==> src/rtl/lane_demux_pkg.sv <==
// lane_demux_pkg: shared states, light codes and axis masks for the lane demux.
package lane_demux_pkg;
  typedef enum logic [1:0] {COLLECT, COMMIT, FAULT} state_t;
  localparam logic [2:0] CODE_RED = 3'b100;
  localparam logic [2:0] CODE_YEL = 3'b010;
  localparam logic [2:0] CODE_GRN = 3'b001;
  localparam logic [11:0] ALL_RED = {4{CODE_RED}};
  localparam logic [3:0] AXIS_A = 4'b0101;
  localparam logic [3:0] AXIS_B = 4'b1010;
endpackage

==> src/rtl/lane_frame_check.sv <==
// lane_frame_check: combinational legality check of a staged four-lane frame.
module lane_frame_check
  import lane_demux_pkg::*;
(
  input  logic [11:0] shadow,
  output logic        onehot_ok,
  output logic        axis_ok
);
  logic [3:0] oh;
  logic [3:0] live;
  for (genvar i = 0; i < 4; i++) begin : g_lane
    assign oh[i]   = $onehot(shadow[3*i +: 3]);
    assign live[i] = shadow[3*i +: 3] != CODE_RED;
  end
  assign onehot_ok = &oh;
  assign axis_ok   = !(|(live & AXIS_A) && |(live & AXIS_B));
endmodule

==> src/rtl/lane_demux_1to4.sv <==
// lane_demux_1to4: stages lane-code beats into shadow registers and commits whole frames atomically.
// STALE_TIMEOUT_EN adds a stale-commit timer that forces FAULT after TIMEOUT_CYC idle cycles.
module lane_demux_1to4
  import lane_demux_pkg::*;
#(
  parameter int CODE_W = 3
`ifdef STALE_TIMEOUT_EN
  , parameter int TIMEOUT_CYC = 1000
`endif
) (
  input  logic                clk,
  input  logic                rst_n,
  input  logic                in_valid,
  output logic                in_ready,
  input  logic [1:0]          in_sel,
  input  logic [CODE_W-1:0]   in_code,
  input  logic                in_last,
  input  logic                clear_fault,
  output logic [4*CODE_W-1:0] lane_code,
  output logic                commit,
  output logic                fault,
  output logic                frame_err
);
  state_t      state;
  logic [11:0] shadow;
  logic [3:0]  mask;
  logic        onehot_ok;
  logic        axis_ok;
  logic        acc;
  logic        stale;
  assign acc = in_valid && in_ready;
  lane_frame_check u_check (
    .shadow    (shadow),
    .onehot_ok (onehot_ok),
    .axis_ok   (axis_ok)
  );
`ifdef STALE_TIMEOUT_EN
  localparam int TW = $clog2(TIMEOUT_CYC + 1);
  logic [TW-1:0] tmr;
  always_ff @(posedge clk or negedge rst_n)
    if (!rst_n) tmr <= '0;
    else tmr <= ((state == COMMIT && onehot_ok && axis_ok && &mask) || (state == FAULT && clear_fault))
                ? '0 : tmr + TW'(tmr != TW'(TIMEOUT_CYC));
  assign stale = state == COLLECT && tmr >= TW'(TIMEOUT_CYC - 1);
`else
  assign stale = 1'b0;
`endif
  always_ff @(posedge clk or negedge rst_n) begin
    if (!rst_n) begin
      state     <= COLLECT;
      shadow    <= ALL_RED;
      mask      <= '0;
      lane_code <= ALL_RED;
      in_ready  <= 1'b0;
      commit    <= 1'b0;
      fault     <= 1'b0;
      frame_err <= 1'b0;
    end else begin
      commit    <= 1'b0;
      frame_err <= 1'b0;
      case (state)
        COLLECT: begin
          if (stale) begin
            state     <= FAULT;
            lane_code <= ALL_RED;
            fault     <= 1'b1;
            in_ready  <= 1'b0;
          end else begin
            in_ready <= !(acc && in_last);
            if (acc) begin
              shadow[CODE_W*in_sel +: CODE_W] <= in_code;
              mask[in_sel] <= 1'b1;
              if (in_last) state <= COMMIT;
            end
          end
        end
        COMMIT: begin
          mask <= '0;
          if (!(onehot_ok && axis_ok)) begin
            state     <= FAULT;
            frame_err <= 1'b1;
            fault     <= 1'b1;
            lane_code <= ALL_RED;
          end else begin
            state    <= COLLECT;
            in_ready <= 1'b1;
            if (&mask) begin
              lane_code <= shadow;
              commit    <= 1'b1;
            end else frame_err <= 1'b1;
          end
        end
        FAULT: begin
          if (clear_fault) begin
            state    <= COLLECT;
            in_ready <= 1'b1;
            fault    <= 1'b0;
            shadow   <= ALL_RED;
            mask     <= '0;
          end
        end
        default: state <= COLLECT;
      endcase
    end
  end
endmodule

==> config.mk <==
export PLATFORM = sky130hd
export DESIGN_NAME = lane_demux_1to4
export DESIGN_NICKNAME = d
export VERILOG_FILES = /design/src/rtl/lane_demux_pkg.sv /design/src/rtl/lane_frame_check.sv /design/src/rtl/lane_demux_1to4.sv
export SDC_FILE = /design/constraint.sdc
export NUM_CORES = 1
export LEC_CHECK = 0
export CAP_MARGIN = 25
export CORE_MARGIN = 3
export CORE_UTILIZATION = 45
export DETAILED_ROUTE_END_ITERATION = 10
export MAX_ROUTING_LAYER = met4
export PLACE_DENSITY = 0.75
export SYNTH_ARGS = -nofsm -noshare
export SYNTH_HDL_FRONTEND = slang
export SYNTH_HIERARCHICAL = 1
export SYNTH_SLANG_ARGS = --single-unit
==> constraint.sdc <==
create_clock -name clk -period 4.6 [get_ports clk]
set_input_delay 0.69 -clock clk [delete_from_list [all_inputs] [get_ports clk]]
set_output_delay 0.69 -clock clk [all_outputs]
set_load 0.03 [all_outputs]
==> results.py, run 1 <==
metrics = {
    "critical_path": {
        "crit_arrival_ns": 2.69,
        "crit_slowest_cell": "mux2i_1",
        "crit_chain": "inv_1 > ha_1 > mux2i_1 > nor3_2 > mux2_1",
        "crit_path_max_fanout": 14,
        "max_stage_delay_ns": 0.93,
        "cp_num_cells": 5,
        "end_kind": "flop",
        "r2r_cells": 5,
        "crit_buf_inv": 1,
        "start_kind": "flop",
        "worst_path_dominant_cell_family": "multiplexers",
        "critPathRequiredTime_ns": 4.76,
        "criticalPathCategory": "reg -> reg",
    },
    "sta": {
        "postLayoutSetupSlackWorst_ns": 2.07,
        "slew_violations": 0,
        "skew_ns": 0.0116,
        "fin_crit_sh_pct": 55.0,
        "setup_tns_ns": 0,
        "grt_setup_unrepaired": "no",
        "setup_viol": 0,
        "hold_violations": 0,
        "final.min_clock_period_ns": 2.53,
        "fmax_ghz": 0.395,
        "tightest_slew_ns": 1.06,
        "slew_headroom_pct": 27.6,
    },
    "cts": {
        "root_buffer": "clkbuf_8",
        "hold_buffers": 0,
        "cts_setup_buffers": 0,
        "cts_tree": "done",
        "cts_resized": 0,
        "clk_latency_ns": 0.28,
        "clock-sinks": 34,
        "cts_made_buffers": 5,
        "htree_levels": 2,
        "clock_path_buffers": 2,
        "cts.clk_slew.worst_paths_ns": 0.07,
    },
    "logic_synthesis": {
        "avgSynthCellArea_um2": 11.1,
        "synth_top_area_share_pct": 33.2,
        "synth_edf_count": 0,
        "synthArstFlopShare_pct": 100,
        "synth_seq_cells": 34,
        "synth_ff_type": "dfrtp_1",
        "synth_warnings": 6,
        "synth_area_um2": 1960,
        "synth_area_leaders": "dfrtp_1, dfstp_2, ha_1",
        "ys_seq_area_share_pct": 43.9,
        "synth_cells": 176,
        "synth_nets": 200,
        "yosysUniqueCellTypes": 50,
        "yosysTopAreaCell": "dfrtp_1",
    },
    "route": {
        "postRouteAntennaNets": 0,
        "drtPass1Iterations": 4,
        "drc": 0,
        "routed_via_density": 5.90,
        "vias": 1505,
        "wl_per_cell_um": 17.2,
        "drt_iter0_markers": 105,
        "drt-total-wl_um": 4380,
    },
    "global_routing": {
        "track_usage_pct": 18.7,
        "overflow": 0,
        "grt_pass1_wl_um": 7330,
        "grt_pass1_vias": 1529,
        "grt_max_degree": 35,
        "antenna_found_initial": 0,
    },
    "placement": {
        "io_buffer_count": 25,
        "post-place-ws_ns": 1.94,
        "dp.final_hpwl_um": 3200,
        "place_inst": 247,
        "place.gp.congestion": 1.01,
    },
    "power": {
        "comb_power_share_pct": 44.2,
        "p_int_mw": 0.690,
        "powerDensity_nw_per_um2": 503,
        "seqPwrFrac_pct": 38.0,
        "ir_worst_vdd_mv": 0.321,
        "switchingPower_mw": 0.480,
        "clkPwrFrac_pct": 17.8,
        "swShare_pct": 41.0,
        "leakage_nw": 1.02,
    },
    "floorplanning": {
        "rows": 23,
        "die_h_um": 72.0,
        "coreArea_um2": 4090,
        "initial_core_util_pct": 47.9,
        "die_w_um": 72.0,
        "ios": 26,
        "die_area_um2": 5180,
    },
    "final_layout": {
        "stdcell_count": 255,
        "final_cell_mix": "dfrtp_1, clkdlybuf4s50_1, inv_1, ha_1",
        "syn2layout_area_growth_pct": 18.8,
        "final_common_cell": "dfrtp_1",
        "fillers": 348,
        "nets": 228,
        "drive_gt1_share_pct": 13.2,
        "antenna-diode-count": 0,
    },
    "min_path": {
        "holdCritPathClass": "reg -> reg",
        "whs_path_depth": 2,
    },
    "outcome": {
        "status": "finished clean",
    },
    "job": {
        "drv_cap": 0,
    },
}
flip-flops by register name, indices dropped and copies added, names as in the netlist:
| signal | count |
|---|---|
| frame_err | 1 |
| in_ready | 1 |
| lane_code | 12 |
| shadow | 12 |
| commit | 1 |
| mask | 4 |
| state | 2 |
| fault | 1 |
metal layers:
| metal | global-route usage (%) | vias up | part of all wire (%) |
|---|---|---|---|
| li1 | - | 711 | - |
| met1 | 23.4 | 742 | 45 |
| met2 | 30.2 | 46 | 49 |
| met3 | 3.60 | 6 | 4.1 |
| met4 | 6.89 | 0 | 1.5 |
| met5 | - | - | 0 |
cell type report:
type / instances / area (um^2) / share of cell area, %
multi-input combinational: 118 / 993 / 42.7
sequential: 34 / 861 / 37.0
timing repair buffer: 26 / 258 / 11.1
clock buffer: 6 / 72.6 / 3.12
inverter: 19 / 71.3 / 3.06
tap: 50 / 62.6 / 2.69
clock inverter: 2 / 10.0 / 0.430
cells by family after synthesis:
group           share of synthesized area, %
compound gates                          20.3
fa+ha+maj                               10.5
buf+inv                                 5.36
flops                                   43.9
mux                                     2.36
simple gates                            17.6
power groups by stage:
stage	Clock (mW)	Combinational, mW	Sequential, mW
2_1_floorplan	0	0.371	0.459
3_3_place_gp	0	0.489	0.441
3_5_place_dp	0	0.509	0.447
4_1_cts	0.213	0.512	0.443
5_1_grt	0.224	0.564	0.452
6_report	0.208	0.517	0.445
through the flow:
stage                     cell area, um^2  power [mW]  hold WS [ns]  util [%]
after floorplan                      1960       0.830         0.394         -
after global placement               2250       0.930         0.450      55.0
after detailed placement             2250       0.956         0.463      55.0
after CTS                            2330        1.17         0.475      57.0
after global routing                 2330        1.24         0.487      57.0
final                                2330        1.17         0.468      57.0
cell usage after synthesis (2+ instances only):
master and instances:
a21o_1 2, a21oi_1 5, a22o_1 9, a2bb2oi_1 4, a31oi_1 2, buf_2 3, dfrtp_1 26, dfstp_2 8
fa_1 4, ha_1 10, inv_1 18, mux2i_1 2, nand2_1 5, nand3_1 5, nand4_1 3, nand4bb_1 2
nor2_1 9, nor2b_1 5, nor4_1 2, nor4b_1 4, nor4b_2 3, o21ai_0 3, o21ai_1 3, o2bb2ai_1 3
o311ai_1 2, o31a_1 4, o31ai_1 5, o41ai_1 3
worst min-delay path: stages (launching register included):
cell and delay [ns]:
dfstp_2 0.37, inv_1 0.04, a21oi_1 0.05
worst paths after layout:
kind / slack, ns / to / start
min in group asynchronous: 0.81 / state[1] / rst_n
setup reg to reg: 2.07 / shadow[7] / state[0]
setup / recovery: 2.07 / shadow[7] / state[0]
hold / removal: 0.47 / lane_code[8] / lane_code[8]
hold reg to reg: 0.47 / lane_code[8] / lane_code[8]
max in group asynchronous: 3.44 / shadow[2] / rst_n
(Power assumes the default switching activity.)
==> run 2, diff against run 1 <==
--- a/config.mk
+++ b/config.mk
@@ -10,7 +10,7 @@
 export CORE_UTILIZATION = 45
 export DETAILED_ROUTE_END_ITERATION = 10
 export MAX_ROUTING_LAYER = met4
-export PLACE_DENSITY = 0.75
+export PLACE_DENSITY = 0.78
 export SYNTH_ARGS = -nofsm -noshare
 export SYNTH_HDL_FRONTEND = slang
 export SYNTH_HIERARCHICAL = 1
==> constraint.sdc (replaced) <==
create_clock -name clk -period 2.1 [get_ports clk]
set_input_delay 0.315 -clock clk [delete_from_list [all_inputs] [get_ports clk]]
set_output_delay 0.315 -clock clk [all_outputs]
set_load 0.03 [all_outputs]
==> run 2 against run 1 <==
Hold slack got worse by 0.038 ns. Via count rose by 1.9%. Sequential share of layout area fell by 3.5 points. Wire length fell by 2.0%. Critical path type unchanged. Die area did not move. Total power rose to 2.6 times the previous value. Global-route usage rose by 0.73 points. Sequential power rose by 110%. Register-to-register slack got worse by 2.0 ns. Largest power group unchanged. Clock power rose to 3.5 times the previous value. Maximum frequency rose by 23%.
==> results.py, run 2 (same netlist as run 1, synthesis figures left out) <==
metrics = {
    "job": {
        "drv_cap": 0,
    },
    "cts": {
        "clk_latency_ns": 0.29,
        "clock-sinks": 34,
        "cts_tree": "done",
        "hold_buffers": 0,
        "clock_path_buffers": 2,
        "htree_levels": 2,
        "cts.clk_slew.worst_paths_ns": 0.07,
        "cts_made_buffers": 5,
        "root_buffer": "clkbuf_8",
    },
    "critical_path": {
        "crit_slowest_cell": "dfstp_2",
        "max_stage_delay_ns": 0.58,
        "start_kind": "flop",
        "crit_path_max_fanout": 4,
        "criticalPathCategory": "reg -> reg",
        "crit_chain": "inv_2 > fa_1 > nand4bb_1 > nor2_2 > buf_4 > a21boi_4 > o41ai_1",
        "crit_arrival_ns": 2.24,
        "end_kind": "flop",
        "critPathRequiredTime_ns": 2.28,
    },
    "global_routing": {
        "grt_pass1_vias": 1547,
        "grt_pass1_wl_um": 7560,
        "grt_max_degree": 35,
        "track_usage_pct": 19.4,
        "antenna_found_initial": 0,
        "overflow": 0,
    },
    "final_layout": {
        "fillers": 329,
        "top_regs": "lane_code (12), shadow (12), mask (4)",
        "design_area_um2": 2570,
        "drive_gt1_share_pct": 24.6,
        "syn2layout_area_growth_pct": 31.3,
        "final_common_cell": "dfrtp_1",
        "utilization_pct": 63.0,
        "nets": 247,
        "antenna-diode-count": 0,
        "final_cell_mix": "dfrtp_1, clkdlybuf4s50_1, buf_4, inv_1, ha_1",
    },
    "sta": {
        "fin_crit_sh_pct": 98.1,
        "hold_violations": 0,
        "final.min_clock_period_ns": 2.06,
        "grt_setup_unrepaired": "yes",
        "tightest_slew_ns": 0.481,
        "slew_violations": 0,
        "setup_viol": 0,
        "slew_headroom_pct": 67.9,
        "skew_ns": 0.00301,
        "fmax_ghz": 0.485,
        "setup_tns_ns": 0,
    },
    "floorplanning": {
        "die_w_um": 72.0,
        "coreArea_um2": 4090,
        "initial_core_util_pct": 47.9,
        "ios": 26,
        "die_h_um": 72.0,
        "rows": 23,
        "die_area_um2": 5180,
    },
    "power": {
        "comb_power_share_pct": 44.0,
        "p_int_mw": 1.87,
        "swShare_pct": 37.4,
        "switchingPower_mw": 1.12,
        "clkPwrFrac_pct": 24.6,
        "powerDensity_nw_per_um2": 1160,
        "ir_worst_vdd_mv": 0.621,
        "leakage_nw": 1.15,
        "seqPwrFrac_pct": 31.4,
    },
    "route": {
        "postRouteAntennaNets": 0,
        "drt-total-wl_um": 4290,
        "drt_iter0_markers": 105,
        "drtPass1Iterations": 4,
        "wl_per_cell_um": 15.7,
        "vias": 1534,
        "routed_via_density": 5.60,
        "drc": 0,
    },
    "placement": {
        "dp.final_hpwl_um": 3190,
        "io_buffer_count": 25,
        "place.gp.congestion": 0.927,
        "detailed_place.area_um2": 2370,
    },
    "min_path": {
        "holdCritPathClass": "in -> async",
    },
    "outcome": {
        "status": "finished clean",
    },
}
run 2: repair_timing:
item                                   in CTS  in global routing
setup endpoints to repair                  10                 16
pin swaps                                   4                  3
setup buffers                               2                  0
resized for setup                           3                  6
endpoints found under the hold margin       0                  0
run 2: final cells by class:
type                       instances  area [um^2]  area share [%]
tap                               50         62.6            2.43
multi-input combinational        118         1030            39.9
clock inverter                     3         68.8            2.68
clock buffer                       5         68.8            2.68
timing repair buffer              45          413            16.1
inverter                          19         71.3            2.77
sequential                        34          861            33.5
run 2: per-stage QoR:
step	std cells	worst slack [ns]	hold slack, ns	total power [mW]
finish	274	0.0396	0.430	2.99
global route	274	-0.0357	0.453	3.19
CTS	274	0.00953	0.439	2.97
detailed placement	264	-0.0605	0.452	2.18
global placement	264	-0.00178	0.450	2.15
floorplan	176	0.0967	0.0194	1.82
run 2: power groups by stage:
stage | logic [mW] | clock network [mW] | registers, mW
after floorplan | 0.813 | 0 | 1.01
after global placement | 1.21 | 0 | 0.942
after detailed placement | 1.24 | 0 | 0.948
after CTS | 1.28 | 0.750 | 0.935
after global routing | 1.45 | 0.779 | 0.961
final | 1.32 | 0.735 | 0.940
run 2: final timing paths:
kind | from | endpoint | slack, ns | cells past startpoint
worst max-delay path | shadow[8] | in_ready | 0.04 | 7
min in group clk | lane_code[8] | lane_code[8] | 0.46 | 2
max in group asynchronous | rst_n | shadow[11] | 1.33 | 2
worst min register to register | lane_code[8] | lane_code[8] | 0.46 | 2
worst max register to register | shadow[8] | in_ready | 0.04 | 7
worst min-delay path | rst_n | frame_err | 0.43 | 2
run 2: worst max-delay path: cells and delay by family, from the launching register on:
kind	cells	cell delay, ns
adder cells (fa/ha/maj)	1	0.43
buffers and inverters	2	0.18
AO/OA/AOI/OAI	2	0.40
AND/OR/NAND/NOR	2	0.35
flip-flops	1	0.58
run 2: per-layer routing:
layer	track usage, %	wire length (um)
met1	25.5	1970
met2	30.0	2080
met3	3.88	159
met4	6.89	72
met5	-	0
